[config.mk]
export PLATFORM = sky130hd
export DESIGN_NAME = spi_flash_rd_flat
export DESIGN_NICKNAME = d
export VERILOG_FILES = /design/src/rtl/spi_flash_rd_if.sv /design/src/rtl/spi_flash_rd.sv /design/src/flat_wrapper.sv
export SDC_FILE = /design/constraint.sdc
export NUM_CORES = 1
export LEC_CHECK = 0
export CORE_ASPECT_RATIO = 0.8
export CORE_MARGIN = 4
export CORE_UTILIZATION = 35
export DETAILED_ROUTE_END_ITERATION = 7
export PLACE_DENSITY = 0.58
export SETUP_SLACK_MARGIN = 0.5
export SYNTH_ARGS = -nofsm -noshare
export SYNTH_HDL_FRONTEND = slang
export SYNTH_SLANG_ARGS = --single-unit
export TNS_END_PERCENT = 30
[constraint.sdc]
create_clock -name clk -period 4.2 [get_ports clk]
set_input_delay 0.63 -clock clk [delete_from_list [all_inputs] [get_ports clk]]
set_output_delay 0.63 -clock clk [all_outputs]
set_load 0.1 [all_outputs]
[src/rtl/spi_flash_rd_if.sv]
// Request/response handshake plus SPI pins of spi_flash_rd; master = requester side, slave = the reader.
interface spi_flash_rd_if;
    logic        req_valid;
    logic        req_ready;
    logic [23:0] req_addr;
    logic        rsp_valid;
    logic [31:0] rsp_data;
    logic        spi_cs;
    logic        spi_clk;
    logic        spi_mosi;
    logic        spi_miso;

    modport master (
        output req_valid, req_addr, spi_miso,
        input  req_ready, rsp_valid, rsp_data, spi_cs, spi_clk, spi_mosi
    );

    modport slave (
        input  req_valid, req_addr, spi_miso,
        output req_ready, rsp_valid, rsp_data, spi_cs, spi_clk, spi_mosi
    );
endinterface

[src/rtl/spi_flash_rd.sv]
// SPI mode-0 single-word flash reader; SPI_FLASH_FAST_READ_EN selects FAST_READ (0x0B + 8 dummy bits).
// rsp_valid pulses 1+2*CLK_DIV*N cycles after accept (N=64/72), no rsp backpressure, req_ready only in IDLE.
module spi_flash_rd #(
    parameter int unsigned CLK_DIV    = 2,
    parameter logic [23:0] FLASH_BASE = 24'h500000
) (
    input  logic          clk,
    input  logic          rst,
    spi_flash_rd_if.slave bus
);

`ifdef SPI_FLASH_FAST_READ_EN
    localparam logic [7:0]  CMD_BYTE = 8'h0B;
    localparam int unsigned N_BITS   = 72;
`else
    localparam logic [7:0]  CMD_BYTE = 8'h03;
    localparam int unsigned N_BITS   = 64;
`endif
    localparam logic [8:0] HALF_M1  = 9'(CLK_DIV - 1);
    localparam logic [8:0] DONE_M1  = 9'(2 * CLK_DIV - 1);
    localparam logic [6:0] LAST_BIT = 7'(N_BITS - 1);

    typedef enum logic [2:0] {
        S_IDLE,
        S_CMD,
        S_ADDR,
`ifdef SPI_FLASH_FAST_READ_EN
        S_DUMMY,
`endif
        S_DATA,
        S_DONE
    } state_t;

    state_t      r_state;
    logic        r_ready;
    logic        r_cs_n;
    logic        r_sck;
    logic        r_mosi;
    logic        r_rsp_valid;
    logic [31:0] r_rsp_data;
    logic [31:0] r_tx;
    logic [31:0] r_rx;
    logic [8:0]  r_div_cnt;
    logic [6:0]  r_bit_cnt;

    logic [23:0] w_flash_addr;
    logic [6:0]  w_bit_nxt;
    state_t      w_bit_state;
    logic        w_bit_is_tx;

    assign w_flash_addr = FLASH_BASE + bus.req_addr;
    assign w_bit_nxt    = r_bit_cnt + 7'd1;

    // Phase owning the next bit, derived from its position in the frame.
    always_comb begin
        w_bit_state = S_DATA;
        if (w_bit_nxt < 7'd8) begin
            w_bit_state = S_CMD;
        end else if (w_bit_nxt < 7'd32) begin
            w_bit_state = S_ADDR;
`ifdef SPI_FLASH_FAST_READ_EN
        end else if (w_bit_nxt < 7'd40) begin
            w_bit_state = S_DUMMY;
`endif
        end
    end

    assign w_bit_is_tx = (w_bit_state == S_CMD) || (w_bit_state == S_ADDR);

    always_ff @(posedge clk or posedge rst) begin
        if (rst) begin
            r_state     <= S_IDLE;
            r_ready     <= 1'b0;
            r_cs_n      <= 1'b1;
            r_sck       <= 1'b0;
            r_mosi      <= 1'b0;
            r_rsp_valid <= 1'b0;
            r_rsp_data  <= 32'd0;
            r_tx        <= 32'd0;
            r_rx        <= 32'd0;
            r_div_cnt   <= 9'd0;
            r_bit_cnt   <= 7'd0;
        end else begin
            r_rsp_valid <= 1'b0;
            case (r_state)
                S_IDLE: begin
                    r_ready <= 1'b1;
                    if (bus.req_valid && r_ready) begin
                        r_ready   <= 1'b0;
                        r_state   <= S_CMD;
                        r_tx      <= {CMD_BYTE, w_flash_addr};
                        r_div_cnt <= 9'd0;
                        r_bit_cnt <= 7'd0;
                    end
                end
                S_DONE: begin
                    if (r_div_cnt == DONE_M1) begin
                        r_state   <= S_IDLE;
                        r_ready   <= 1'b1;
                        r_div_cnt <= 9'd0;
                    end else begin
                        r_div_cnt <= r_div_cnt + 9'd1;
                    end
                end
                default: begin
                    // First CMD cycle only asserts CS and presents bit 7; bit timing starts after it.
                    if (r_cs_n) begin
                        r_cs_n    <= 1'b0;
                        r_mosi    <= r_tx[31];
                        r_div_cnt <= 9'd0;
                    end else if (r_div_cnt != HALF_M1) begin
                        r_div_cnt <= r_div_cnt + 9'd1;
                    end else begin
                        r_div_cnt <= 9'd0;
                        if (!r_sck) begin
                            r_sck <= 1'b1;
                            if (r_state == S_DATA) begin
                                r_rx <= {r_rx[30:0], bus.spi_miso};
                            end
                        end else begin
                            r_sck <= 1'b0;
                            if (r_bit_cnt == LAST_BIT) begin
                                r_state     <= S_DONE;
                                r_cs_n      <= 1'b1;
                                r_mosi      <= 1'b0;
                                r_rsp_valid <= 1'b1;
                                r_rsp_data  <= {r_rx[7:0], r_rx[15:8], r_rx[23:16], r_rx[31:24]};
                            end else begin
                                r_bit_cnt <= w_bit_nxt;
                                r_state   <= w_bit_state;
                                r_tx      <= {r_tx[30:0], 1'b0};
                                r_mosi    <= w_bit_is_tx ? r_tx[30] : 1'b0;
                            end
                        end
                    end
                end
            endcase
        end
    end

    assign bus.req_ready = r_ready;
    assign bus.rsp_valid = r_rsp_valid;
    assign bus.rsp_data  = r_rsp_data;
    assign bus.spi_cs    = r_cs_n;
    assign bus.spi_clk   = r_sck;
    assign bus.spi_mosi  = r_mosi;

endmodule

[src/flat_wrapper.sv]
// flat-port wrapper written by rule: the top's interface ports become plain ports
module spi_flash_rd_flat 
#(
    parameter int unsigned CLK_DIV    = 2,
    parameter logic [23:0] FLASH_BASE = 24'h500000
)
  (clk, rst, bus_req_valid, bus_req_addr, bus_spi_miso, bus_req_ready, bus_rsp_valid, bus_rsp_data, bus_spi_cs, bus_spi_clk, bus_spi_mosi);
  spi_flash_rd_if bus_i ();
  input  logic clk;
  input  logic rst;
  input wire logic [$bits(bus_i.req_valid)-1:0] bus_req_valid;
  input wire logic [$bits(bus_i.req_addr)-1:0] bus_req_addr;
  input wire logic [$bits(bus_i.spi_miso)-1:0] bus_spi_miso;
  output wire logic [$bits(bus_i.req_ready)-1:0] bus_req_ready;
  output wire logic [$bits(bus_i.rsp_valid)-1:0] bus_rsp_valid;
  output wire logic [$bits(bus_i.rsp_data)-1:0] bus_rsp_data;
  output wire logic [$bits(bus_i.spi_cs)-1:0] bus_spi_cs;
  output wire logic [$bits(bus_i.spi_clk)-1:0] bus_spi_clk;
  output wire logic [$bits(bus_i.spi_mosi)-1:0] bus_spi_mosi;
  assign bus_i.req_valid = bus_req_valid;
  assign bus_i.req_addr = bus_req_addr;
  assign bus_i.spi_miso = bus_spi_miso;
  assign bus_req_ready = bus_i.req_ready;
  assign bus_rsp_valid = bus_i.rsp_valid;
  assign bus_rsp_data = bus_i.rsp_data;
  assign bus_spi_cs = bus_i.spi_cs;
  assign bus_spi_clk = bus_i.spi_clk;
  assign bus_spi_mosi = bus_i.spi_mosi;
  spi_flash_rd #(.CLK_DIV(CLK_DIV), .FLASH_BASE(FLASH_BASE)) u_core (.clk(clk), .rst(rst), .bus(bus_i));
endmodule
==> flow_summary_export.csv, run 1 <==
group,metric,value,unit
drt,drt-pass1-iter-count,4,
logic_synthesis,ys_types,60,
clock_network,cts.hold.buffers_added,0,
global_routing,grt_pass1_wl,19.3,mm
die,die_w,148,µm
logic_synthesis,synth_seq_cells,120,
clock_network,h-tree-depth,4,
global_routing,grt_overflow_total,0,
clock_network,cts.path.max_buffers,2,
power,peakVddDrop,0.254,mV
die,die_h,120,µm
drt,wl,11.3,mm
global_routing,grt_max_degree,57,
drt,drt_iter0_markers,131,
clock_network,path_clk_slew,50,ps
final_layout,final_common_cell,"dfrtp_1",
final_layout,drive_gt1_frac,0.234,
final_layout,post-route-util,0.456,
clock_network,clk_latency,410,ps
worst_setup_path,end_kind,"output pin",
die,die-area,17800,µm²
drt,antenna_left,0,
worst_setup_path,arrival,2200,ps
worst_setup_path,worstPathMaxFanout,7,
worst_setup_path,path_buf_inv,1,
logic_synthesis,syn_nets,492,
outcome,status,"completed",
power,p_comb_frac,0.020,
power,p_per_area,399,nW/µm²
placement,dp_hpwl,7.45,mm
logic_synthesis,syn_avg_cell_area,12.0,µm²
timing,fin_crit_sh,0.674,
timing,period_minus_slack,2830,ps
power,power.share.switching,0.189,
worst_setup_path,startpoint_type,"register",
drt,via_per_inst,4.97,
power,leakage,3.16,nW
clock_network,cts_root_buffer,"clkbuf_16",
final_layout,antenna_cells,0,
timing,rsz0062_at_grt,"no",
logic_synthesis,syn_inst,460,
worst_setup_path,worstSetupPathType,"reg2out",
logic_synthesis,netlist.area_leader.share,0.541,
min_path,hp-class,"reg2reg",
clock_network,cts_made_buffers,17,
timing,finalSetupViolations,0,
drt,routedWlPerCell,15.1,µm
timing,hold_viol,0,
timing,fmax,0.354,GHz
die,io-pin-count,65,
logic_synthesis,synth_area,5500,µm²
final_layout,syn_to_final_growth,26.2,%
global_routing,gr-usage-all-layers,0.136,
die,coreArea,15200,µm²
timing,clock_skew,5.67,ps
timing,final.setup.tns,0,ps
die,initial_core_util,0.362,
placement,portBuffers,64,
clock_network,cts_setup_buffers,0,
worst_setup_path,crit_required,3570,ps
logic_synthesis,yosys.area.top_type,"dfrtp_1",
power,seq_power_share,0.418,
logic_synthesis,synth_edf_count,0,
timing,slew_violations,0,
drt,via_count,3716,
logic_synthesis,netlist_top_cells_area,"dfrtp_1, mux2_2, nand2_1",
worst_setup_path,slowest_delay,1160,ps
worst_setup_path,cp_cell_sequence,"clkdlybuf4s50_1",
clock_network,cts_tree,"done",
timing,worst_slew_pin_slew,1010,ps
clock_network,cts.sinks,120,
logic_synthesis,ys_warn_count,0,
power,p_int,2.25,mW
power,p_switching,524,µW
logic_synthesis,ys.flop_type,"dfrtp_1",
logic_synthesis,async_flop_share,1.00,
power,clkPwrFrac,0.562,
logic_synthesis,yosysSeqAreaShare,0.546,
final_layout,layout_common_cells,"dfrtp_1, nand2_1, mux2_2, clkdlybuf4s50_1",
placement,gp_congestion,0.785,
worst_setup_path,crit_family,"buffers and inverters",
clock_network,ctsResizeCount,0,
die,rows,40,
global_routing,antenna_found_initial,0,
timing,slew_headroom,0.326,
final_layout,nNetsFinal,558,
global_routing,first_global_vias,3800,
worst_setup_path,critical_path.slowest_cell,"clkdlybuf4s50_1",
job,cap_violations,0,
drt,drc,0,
==> metal layers <==
layer  vias to the layer above  GRT usage  share of wire
li1                       1768          -              -
met1                      1835      0.191           0.49
met2                        93      0.196           0.44
met3                        20     0.0419          0.052
met4                         0     0.0537          0.019
met5                         -          0              0
==> final cells by class <==
class	count	area [µm²]
sequential	120	3000
clock inverter	8	170
tap	210	263
timing repair buffer	69	691
inverter	7	30.0
multi-input combinational	311	2330
fill	1446	8270
clock buffer	23	458
==> final timing paths <==
| kind | start | to | slack [ps] | cells past startpoint |
|---|---|---|---|---|
| max | u_core.bus.spi_cs | bus_spi_cs | 1370 | 1 |
| min | u_core.r_tx[2] | u_core.r_tx[2] | 490 | 1 |
| max reg2reg | u_core.r_div_cnt[1] | u_core.r_tx[18] | 1620 | 6 |
| min reg2reg | u_core.r_tx[2] | u_core.r_tx[2] | 490 | 1 |
| max in group asynchronous | rst | u_core.bus.rsp_data[29] | 2650 | 3 |
| min in group asynchronous | rst | u_core.bus.rsp_data[3] | 690 | 2 |
==> kinds of logic after synthesis <==
logic type | Yosys count | share of synthesized area
AND/OR/NAND/NOR | 157 | 0.150
flip-flops | 120 | 0.546
multiplexers | 92 | 0.189
AO/OA/AOI/OAI | 52 | 0.0646
buffers and inverters | 29 | 0.0311
XOR/XNOR | 6 | 0.00955
adder cells (fa/ha/maj) | 4 | 0.00910
==> cells in the mapped netlist, types with 2 or more instances <==
master     instances
or2_2              2
a21oi_1            7
inv_1              7
o2bb2ai_1          3
nor3b_1            2
and3_1             4
o21ai_0           17
nor4_4             2
nand3_1           16
a21o_1             2
mux2i_1            4
mux2_1             8
ha_1               4
o21a_1             5
nand2b_1           3
mux2_4             3
clkbuf_1          12
nor3_1             5
o31ai_1            3
xor2_1             5
nor4_1             2
nor2_1            10
or3_1              4
mux2_2            77
dfrtp_1          119
and2_1             2
nand4_1            3
a31oi_1            2
nand2_1           89
buf_6              8
==> power by group through the flow <==
stage | registers [mW] | clock network, mW | logic (mW)
2_1_floorplan | 1.18 | 0 | 0.0195
3_3_place_gp | 1.18 | 0 | 0.0568
3_5_place_dp | 1.18 | 0 | 0.0572
4_1_cts | 1.16 | 1.60 | 0.0579
5_1_grt | 1.16 | 1.65 | 0.0634
6_report | 1.16 | 1.56 | 0.0552
==> worst register-to-register path, cell delays in order, from the launching register on <==
cell and delay, ps:
dfrtp_1 410, inv_1 80, ha_1 200, nor4b_4 430, nand4b_4 200, o21ai_4 700
mux2_2 430
==> flip-flops by register name, summed over array words and instances (netlist names) <==
register / cells
u_core.bus.rsp_data: 32
u_core.r_rx: 32
u_core.r_tx: 32
u_core.r_div_cnt: 9
u_core.r_bit_cnt: 7
u_core.r_state: 3
u_core.bus.req_ready: 1
u_core.bus.rsp_valid: 1
u_core.bus.spi_clk: 1
u_core.bus.spi_cs: 1
u_core.bus.spi_mosi: 1
==> metrics by stage <==
step | hold slack [ps] | setup slack (ps) | total power [mW] | area (µm²) | std cells
6_report | 489 | 1370 | 2.77 | 6940 | 748
4_1_cts | 487 | 1340 | 2.81 | 6940 | 748
3_3_place_gp | 468 | 1690 | 1.23 | 6310 | 717
3_5_place_dp | 475 | 1620 | 1.23 | 6310 | 717
5_1_grt | 498 | 1300 | 2.87 | 6940 | 748
2_1_floorplan | 458 | 1810 | 1.20 | 5510 | 460
Power figures use the tool's default switching activity.
==> run 2, diff against run 1 <==
==> constraint.sdc (replaced) <==
create_clock -name clk -period 2.9 [get_ports clk]
set_input_delay 0.435 -clock clk [delete_from_list [all_inputs] [get_ports clk]]
set_output_delay 0.435 -clock clk [all_outputs]
set_load 0.1 [all_outputs]
==> run 2 against run 1 <==
Effect of this change: worst setup slack worse by 740 ps; power is 42% higher; flip-flop and latch count stayed put; sequential power is 45% higher; global-route usage is 0.11 points lower; via count is 1.7% lower; combinational power is 48% higher; routed wire length is 1.8% lower; highest routed layer unchanged.
==> flow_summary_export.csv, run 2 (same netlist as run 1, synthesis figures left out) <==
group,metric,value,unit
outcome,status,"completed",
drt,drt_iter0_markers,138,
global_routing,grt_overflow_total,0,
timing,slew_headroom,0.554,
final_layout,drive_gt1_frac,0.319,
placement,dp_slack,580,ps
final_layout,nNetsFinal,566,
clock_network,cts_made_buffers,17,
worst_setup_path,worstPathMaxFanout,35,
power,leakage,3.28,nW
power,clkPwrFrac,0.552,
drt,wl,11.1,mm
timing,hold_viol,0,
worst_setup_path,r2r_slack,630,ps
clock_network,clk_latency,410,ps
drt,drc,0,
timing,final.setup.tns,0,ps
timing,fmax,0.441,GHz
global_routing,grt_pass1_wl,19.0,mm
die,rows,40,
global_routing,first_global_vias,3734,
worst_setup_path,crit_required,3190,ps
power,seq_power_share,0.427,
worst_setup_path,startpoint_type,"register",
placement,gp_congestion,0.823,
drt,via_per_inst,4.83,
power,p_int,3.17,mW
final_layout,fin_area,6920,µm²
drt,antenna_left,0,
final_layout,nFillCells,1422,
clock_network,path_clk_slew,50,ps
worst_setup_path,end_kind,"register",
final_layout,post-route-util,0.455,
worst_setup_path,r2r_cells,5,
die,io-pin-count,65,
final_layout,final_common_cell,"dfrtp_1",
drt,via_count,3653,
global_routing,gr-usage-all-layers,0.135,
global_routing,antenna_found_initial,0,
die,initial_core_util,0.362,
die,die_h,120,µm
timing,finalSetupViolations,0,
min_path,hp-class,"in2async",
clock_network,cts.hold.buffers_added,0,
clock_network,cts_root_buffer,"clkbuf_16",
die,die-area,17800,µm²
final_layout,layout_common_cells,"dfrtp_1, nand2_1, mux2_2, buf_4, clkdlybuf4s50_1",
timing,slew_violations,0,
timing,fin_crit_sh,0.781,
final_layout,antenna_cells,0,
timing,holdWs,478,ps
clock_network,h-tree-depth,4,
die,coreArea,15200,µm²
placement,dp_hpwl,7.27,mm
drt,drt-pass1-iter-count,5,
worst_setup_path,worstSetupPathType,"reg2reg",
power,power.share.switching,0.191,
power,p_per_area,567,nW/µm²
die,die_w,148,µm
power,p_switching,751,µW
clock_network,cts.sinks,120,
final_layout,syn_to_final_growth,25.8,%
job,cap_violations,0,
worst_setup_path,r2r_start,"u_core.r_bit_cnt[1]",
clock_network,cts_tree,"done",
placement,portBuffers,64,
timing,period_minus_slack,2270,ps
clock_network,cts.path.max_buffers,2,
timing,worst_slack,635,ps
timing,clock_skew,6.82,ps
worst_setup_path,arrival,2560,ps
worst_setup_path,crit_start,"u_core.r_bit_cnt[1]",
timing,worst_slew_pin_slew,666,ps
power,p_comb_frac,0.021,
global_routing,grt_max_degree,57,
power,peakVddDrop,0.385,mV
drt,routedWlPerCell,14.6,µm
placement,place_area,6280,µm²
timing,rsz0062_at_grt,"no",
run 2: cell count changes in the layout (fill, tap and decap cells not counted):
cell and change:
clkdlybuf4s50_1 -37, clkinv_2 +1, buf_12 +2, clkbuf_1 -3, buf_4 +43, clkbuf_8 +4, bufinv_16 -2
run 2: worst paths after layout:
check / end
setup / recovery: u_core.bus.rsp_data[0]
hold / removal: u_core.bus.rsp_data[3]
setup reg to reg: u_core.bus.rsp_data[0]
hold reg to reg: u_core.r_tx[11]
max in group asynchronous: u_core.bus.rsp_data[28]
min in group clk: u_core.r_tx[11]
run 2: layer usage:
layer  GRT usage  share of wire  wire, µm  vias up
li1            -              -         -     1774
met1       0.176           0.48      5270     1796
met2       0.203           0.46      5050       67
met3      0.0449          0.048       537       16
met4      0.0606          0.019       214        0
met5           0              0         0        -
run 2: area by class of cell:
cell class | count | area, µm² | area share
Clock buffer | 24 | 502 | 0.0725
Clock inverter | 7 | 115 | 0.0166
Inverter | 7 | 30.0 | 0.00434
Multi-Input combinational cell | 311 | 2330 | 0.336
Sequential cell | 120 | 3000 | 0.434
Tap cell | 210 | 263 | 0.0379
Timing Repair Buffer | 77 | 683 | 0.0987
run 2: worst max-delay path, cell delays in order (launching register included):
cell and delay (ps):
dfrtp_1 430, ha_1 290, nand3_1 240, nor3_4 390
nand2_4 350, mux2_4 400
run 2: through the flow:
| step | std cells | total power [mW] |
|---|---|---|
| after floorplan | 460 | 1.73 |
| after global placement | 721 | 1.79 |
| after detailed placement | 721 | 1.79 |
| after CTS | 752 | 3.98 |
| after global routing | 756 | 4.08 |
| final | 756 | 3.92 |
run 2: repair_timing:
action                                  CTS  global route
endpoints found under the setup margin    0            93
resized for setup                         0             0
buffers inserted                          0             4
run 2: power by group through the flow:
| stage | clock [mW] | combinational (mW) | sequential, mW |
|---|---|---|---|
| 5_1_grt | 2.31 | 0.0935 | 1.67 |
| 2_1_floorplan | 0 | 0.0282 | 1.71 |
| 6_report | 2.17 | 0.0817 | 1.68 |
| 4_1_cts | 2.22 | 0.0858 | 1.68 |
| 3_3_place_gp | 0 | 0.0842 | 1.70 |
| 3_5_place_dp | 0 | 0.0846 | 1.70 |
